## config.mk

```make
export PLATFORM = sky130hd
export DESIGN_NAME = fsm_vedacao_flat
export DESIGN_NICKNAME = d
export VERILOG_FILES = /design/src/rtl/fsm_vedacao_if.sv /design/src/rtl/fsm_vedacao.sv /design/src/flat_wrapper.sv
export SDC_FILE = /design/constraint.sdc
export NUM_CORES = 1
export LEC_CHECK = 0
export ABC_AREA = 1
export BUFFER_PORTS_ARGS = -buffer_cell sky130_fd_sc_hd__clkbuf_2
export CAP_MARGIN = 10
export CORE_ASPECT_RATIO = 0.5
export CORE_MARGIN = 2
export CORE_UTILIZATION = 45
export CTS_CLUSTER_DIAMETER = 120
export CTS_CLUSTER_SIZE = 40
export DETAILED_ROUTE_END_ITERATION = 6
export GPL_TIMING_DRIVEN = 0
export MAX_ROUTING_LAYER = met4
export PLACE_DENSITY = 0.65
export RECOVER_POWER = 50
export SLEW_MARGIN = 20
export SYNTH_ARGS = -nofsm -noshare
export SYNTH_HDL_FRONTEND = slang
export SYNTH_SLANG_ARGS = --single-unit
```

## constraint.sdc

```tcl
create_clock -name clk -period 1.9 [get_ports clk]
set_input_delay 0.38 -clock clk [delete_from_list [all_inputs] [get_ports clk]]
set_output_delay 0.38 -clock clk [all_outputs]
set_load 0.05 [all_outputs]
```

## src/rtl/fsm_vedacao_if.sv

```systemverilog
// Bottle-capping stage bus: upstream handshake, magazine refill and stage status.
interface fsm_vedacao_if;
  logic       in_valid;
  logic       cap_load;
  logic       in_ready;
  logic       VD;
  logic       M;
  logic       alarm;
  logic [3:0] caps;
  logic [2:0] crate_cnt;
  logic       crate_done;
  logic [1:0] state;

  modport master (
    output in_valid, cap_load,
    input  in_ready, VD, M, alarm, caps, crate_cnt, crate_done, state
  );

  modport slave (
    input  in_valid, cap_load,
    output in_ready, VD, M, alarm, caps, crate_cnt, crate_done, state
  );
endinterface

```

## src/rtl/fsm_vedacao.sv

```systemverilog
// Capping stage controller: accept bottle, seal for T_VEDA cycles, convey for T_MOVE
// cycles, track cap magazine and crate fill; blocks with an alarm when caps run out.
module fsm_vedacao #(
  parameter int T_VEDA  = 4,
  parameter int T_MOVE  = 2,
  parameter int CAP_MAX = 15,
  parameter int CAIXA_N = 6
) (
  input  logic          clk,
  input  logic          reset,
  fsm_vedacao_if.slave  bus
);

  typedef enum logic [1:0] {
    IDLE      = 2'b00,
    VEDANDO   = 2'b01,
    SAINDO    = 2'b10,
    SEM_TAMPA = 2'b11
  } state_t;

  localparam logic [7:0] VEDA_LOAD  = 8'(T_VEDA - 1);
  localparam logic [7:0] MOVE_LOAD  = 8'(T_MOVE - 1);
  localparam logic [3:0] CAPS_FULL  = 4'(CAP_MAX);
  localparam logic [2:0] CRATE_LAST = 3'(CAIXA_N - 1);

  state_t     state_reg, state_next;
  logic [7:0] timer_reg, timer_next;
  logic [3:0] caps_reg, caps_next;
  logic [2:0] crate_reg, crate_next;
  logic       done_reg, done_next;

  always_ff @(posedge clk or negedge reset) begin
    if (!reset) begin
      state_reg <= IDLE;
      timer_reg <= 8'd0;
      caps_reg  <= CAPS_FULL;
      crate_reg <= 3'd0;
      done_reg  <= 1'b0;
    end else begin
      state_reg <= state_next;
      timer_reg <= timer_next;
      caps_reg  <= caps_next;
      crate_reg <= crate_next;
      done_reg  <= done_next;
    end
  end

  always_comb begin
    state_next = state_reg;
    timer_next = timer_reg;
    caps_next  = caps_reg;
    crate_next = crate_reg;
    done_next  = 1'b0;

    case (state_reg)
      IDLE: begin
        if (bus.in_valid) begin
          state_next = VEDANDO;
          timer_next = VEDA_LOAD;
        end
      end
      VEDANDO: begin
        if (timer_reg == 8'd0) begin
          state_next = SAINDO;
          timer_next = MOVE_LOAD;
          if (caps_reg != 4'd0) caps_next = caps_reg - 4'd1;
        end else begin
          timer_next = timer_reg - 8'd1;
        end
      end
      SAINDO: begin
        if (timer_reg == 8'd0) begin
          if (crate_reg == CRATE_LAST) begin
            crate_next = 3'd0;
            done_next  = 1'b1;
          end else begin
            crate_next = crate_reg + 3'd1;
          end
          // A refill landing on the exit edge keeps the stage out of the alarm state.
          if (caps_reg != 4'd0 || bus.cap_load) state_next = IDLE;
          else                                   state_next = SEM_TAMPA;
        end else begin
          timer_next = timer_reg - 8'd1;
        end
      end
      SEM_TAMPA: begin
        if (bus.cap_load) state_next = IDLE;
      end
      default: state_next = IDLE;
    endcase

    // Refill overrides the sealing decrement on the same edge.
    if (bus.cap_load) caps_next = CAPS_FULL;
  end

  assign bus.in_ready   = (state_reg == IDLE);
  assign bus.VD         = (state_reg == VEDANDO);
  assign bus.M          = (state_reg == SAINDO);
  assign bus.alarm      = (state_reg == SEM_TAMPA);
  assign bus.caps       = caps_reg;
  assign bus.crate_cnt  = crate_reg;
  assign bus.crate_done = done_reg;
  assign bus.state      = state_reg;

endmodule

```

## src/flat_wrapper.sv

```systemverilog
// flat-port wrapper written by rule: the top's interface ports become plain ports
module fsm_vedacao_flat 
#(
  parameter int T_VEDA  = 4,
  parameter int T_MOVE  = 2,
  parameter int CAP_MAX = 15,
  parameter int CAIXA_N = 6
)
  (clk, reset, bus_in_valid, bus_cap_load, bus_in_ready, bus_VD, bus_M, bus_alarm, bus_caps, bus_crate_cnt, bus_crate_done, bus_state);
  fsm_vedacao_if bus_i ();
  input  logic clk;
  input  logic reset;
  input wire logic [$bits(bus_i.in_valid)-1:0] bus_in_valid;
  input wire logic [$bits(bus_i.cap_load)-1:0] bus_cap_load;
  output wire logic [$bits(bus_i.in_ready)-1:0] bus_in_ready;
  output wire logic [$bits(bus_i.VD)-1:0] bus_VD;
  output wire logic [$bits(bus_i.M)-1:0] bus_M;
  output wire logic [$bits(bus_i.alarm)-1:0] bus_alarm;
  output wire logic [$bits(bus_i.caps)-1:0] bus_caps;
  output wire logic [$bits(bus_i.crate_cnt)-1:0] bus_crate_cnt;
  output wire logic [$bits(bus_i.crate_done)-1:0] bus_crate_done;
  output wire logic [$bits(bus_i.state)-1:0] bus_state;
  assign bus_i.in_valid = bus_in_valid;
  assign bus_i.cap_load = bus_cap_load;
  assign bus_in_ready = bus_i.in_ready;
  assign bus_VD = bus_i.VD;
  assign bus_M = bus_i.M;
  assign bus_alarm = bus_i.alarm;
  assign bus_caps = bus_i.caps;
  assign bus_crate_cnt = bus_i.crate_cnt;
  assign bus_crate_done = bus_i.crate_done;
  assign bus_state = bus_i.state;
  fsm_vedacao #(.T_VEDA(T_VEDA), .T_MOVE(T_MOVE), .CAP_MAX(CAP_MAX), .CAIXA_N(CAIXA_N)) u_core (.clk(clk), .reset(reset), .bus(bus_i));
endmodule
```

==> impl_metrics.yaml <==
timing:
  totalNegativeSetupSlack_ns: 0
  rsz0062_at_grt: "false"
  setup_viol: 0
  fin_crit_sh: 0.934
  report.final.slew_viol_count: 0
  final.min_clock_period_ns: 1.77
  slew_headroom: 0.356
  skew_ns: 0.00367
  worstMarginPinSlew_ns: 0.966
  clock.fmax_ghz: 0.563
  hold_viol_final: 0
critical_path:
  cp-end-kind: "output port"
  r2r_cells: 10
  reg2reg_from: "u_core.timer_reg[0]"
  rr_endpoint: "u_core.timer_reg[7]"
  crit_path_start_kind: "flip-flop"
  crit_arrival_ns: 1.39
  r2r_slack_ns: 0.26
  crit_type: "reg -> out"
  crit_path_start: "u_core.bus.state[0]"
  crit_fanout: 7
  worstPathRequired_ns: 1.52
synth:
  synth_area_per_cell_um2: 7.49
  synth_seq_cells: 18
  yosys-top-cells-count: "38 x nand2_1, 22 x inv_1, 16 x nor2_1"
  synth_top_area_frac: 0.294
  synth_fp_nets: 170
  synth_cells: 159
  synth_ff_type: "dfrtp_1"
  syn-cell-area_um2: 1190
  synth.area.top_cells: "dfrtp_1 29%, nand2_1 12%, dfstp_2 8.8%, ha_1 7.4%, inv_1 6.9%"
  yosysUniqueCellTypes: 25
  yosys_warnings: 0
  ys_async_sr_fraction: 1.00
  yosys.area.top_type: "dfrtp_1"
  synth-edff-count: 0
  post-synth-top-count-cell: "nand2_1"
  synth-seq-area-share: 0.382
power:
  powerDensity_nw_per_um2: 562
  p_leak_nw: 0.692
  peakVddDrop_v: 0.000230
clocking:
  cts_tree: "yes"
  cts.sinks: 18
  root_buffer: "clkbuf_8"
  clk-insertion-delay-late_ns: 0.25
  post_cts_buffers: 0
  ctsHtreeMaxLevel: 1
  cts-hold-fix-buffers: 0
  cts.clk_slew.worst_paths_ns: 0.07
  numCtsBuffers: 3
  cts-resized-gates: 0
  cts_max_path_buffers: 2
route:
  vias: 1044
  wl_per_cell_um: 10.8
  drt_iter0_drc: 44
  drt.antenna.violating_nets: 0
  first_pass_iters: 4
  wl_um: 2340
  viasPerCell: 4.81
  drcViolationCount: 0
outcome:
  status: "complete, no violations"
die:
  die_area_um2: 3100
  row_count: 13
  ioPinCount: 18
  coreArea_um2: 2550
  start_util: 0.466
  die_x_um: 76.8
  die_y_um: 40.4
finish:
  nets: 192
  drive_gt1_frac: 0.217
  largest_register_ffs: 8
  final_cell_area_um2: 1370
  fillCellCount: 258
  antennaDiodeCount: 0
  syn2layout_area_growth_pct: 14.6
global_route:
  grt_pass1_vias: 902
  grt_max_degree: 19
  antenna_found_initial: 0
  overflow: 0
  grt_pass1_wl_um: 3960
  grt_usage: 0.179
place:
  placement.cell_area_um2: 1330
  hpwlAfterDp_um: 1860
  place_congestion: 0.799
  portBuffers: 17
hold_path:
  holdCritPathClass: "in -> async"
flow_run:
  cap_violations: 0
==> metrics by stage <==
| stage | total power [mW] | util | cells | hold slack [ns] | setup slack [ns] |
|---|---|---|---|---|---|
| after global placement | 0.502 | 0.521 | 213 | 0.350 | 0.302 |
| final | 0.767 | 0.535 | 217 | 0.251 | 0.125 |
| after CTS | 0.780 | 0.538 | 217 | 0.0686 | 0.120 |
| after floorplan | 0.478 | - | 159 | 0.0844 | 0.00380 |
| after detailed placement | 0.503 | 0.521 | 213 | 0.348 | 0.263 |
| after global routing | 0.805 | 0.535 | 217 | 0.334 | 0.0458 |
==> worst max path at each step <==
stage	cells past startpoint	slack [ns]	endpoint
floorplan	10	0.004	u_core.timer_reg[3]
global placement	10	0.30	u_core.timer_reg[3]
detailed placement	9	0.26	u_core.timer_reg[2]
CTS	3	0.12	bus_M
global route	3	0.05	bus_VD
finish	3	0.13	bus_M
==> critical path, stage by stage (launching register included) <==
cell,delay [ns]
dfrtp_2,0.44
inv_1,0.10
ha_2,0.29
clkbuf_2,0.31
==> area by class of cell <==
class / count / area [µm²] / share of cell area
Inverter: 25 / 96.3 / 0.0706
Multi-Input combinational cell: 116 / 644 / 0.472
Timing Repair Buffer: 17 / 75.1 / 0.0550
Sequential cell: 18 / 458 / 0.335
Tap cell: 37 / 46.3 / 0.0339
Clock buffer: 4 / 45.0 / 0.0330
==> layout by cell type, fill, tap and decap left out, types with 5 or more instances in the layout <==
master    count
dfrtp_1      12
nand2_1      38
inv_1        22
clkbuf_2      9
o21ai_0       6
nor2_1       15
clkbuf_1      9
nand2_2       6
nand3_1      13
ha_1          6
nand4_1       5
nor2_2        6
==> layer usage <==
layer  part of all wire  global-route usage  vias to the layer above
met5                  0                   -                        -
met4             0.0098              0.0545                        0
met3              0.041              0.0541                        5
met2               0.45               0.309                       21
met1               0.49               0.212                      470
li1                   -                   -                      548
==> report_power, final <==
part	switching [mW]	total (mW)	internal (mW)	leakage (nW)
Clock	0.124	0.273	0.149	0.0228
Combinational	0.0672	0.0874	0.0201	0.457
Sequential	0.00715	0.407	0.400	0.212
==> logic make-up (layout without fill, tap and decap cells) <==
family	Yosys count	in the layout	share of synthesized area
AO/OA/AOI/OAI	15	15	0.0693
flip-flops	18	18	0.382
buffers and inverters	25	46	0.0809
AND/OR/NAND/NOR	92	92	0.379
adder cells (fa/ha/maj)	7	7	0.0735
XOR/XNOR	2	2	0.0147
(Power assumes the default switching activity.)
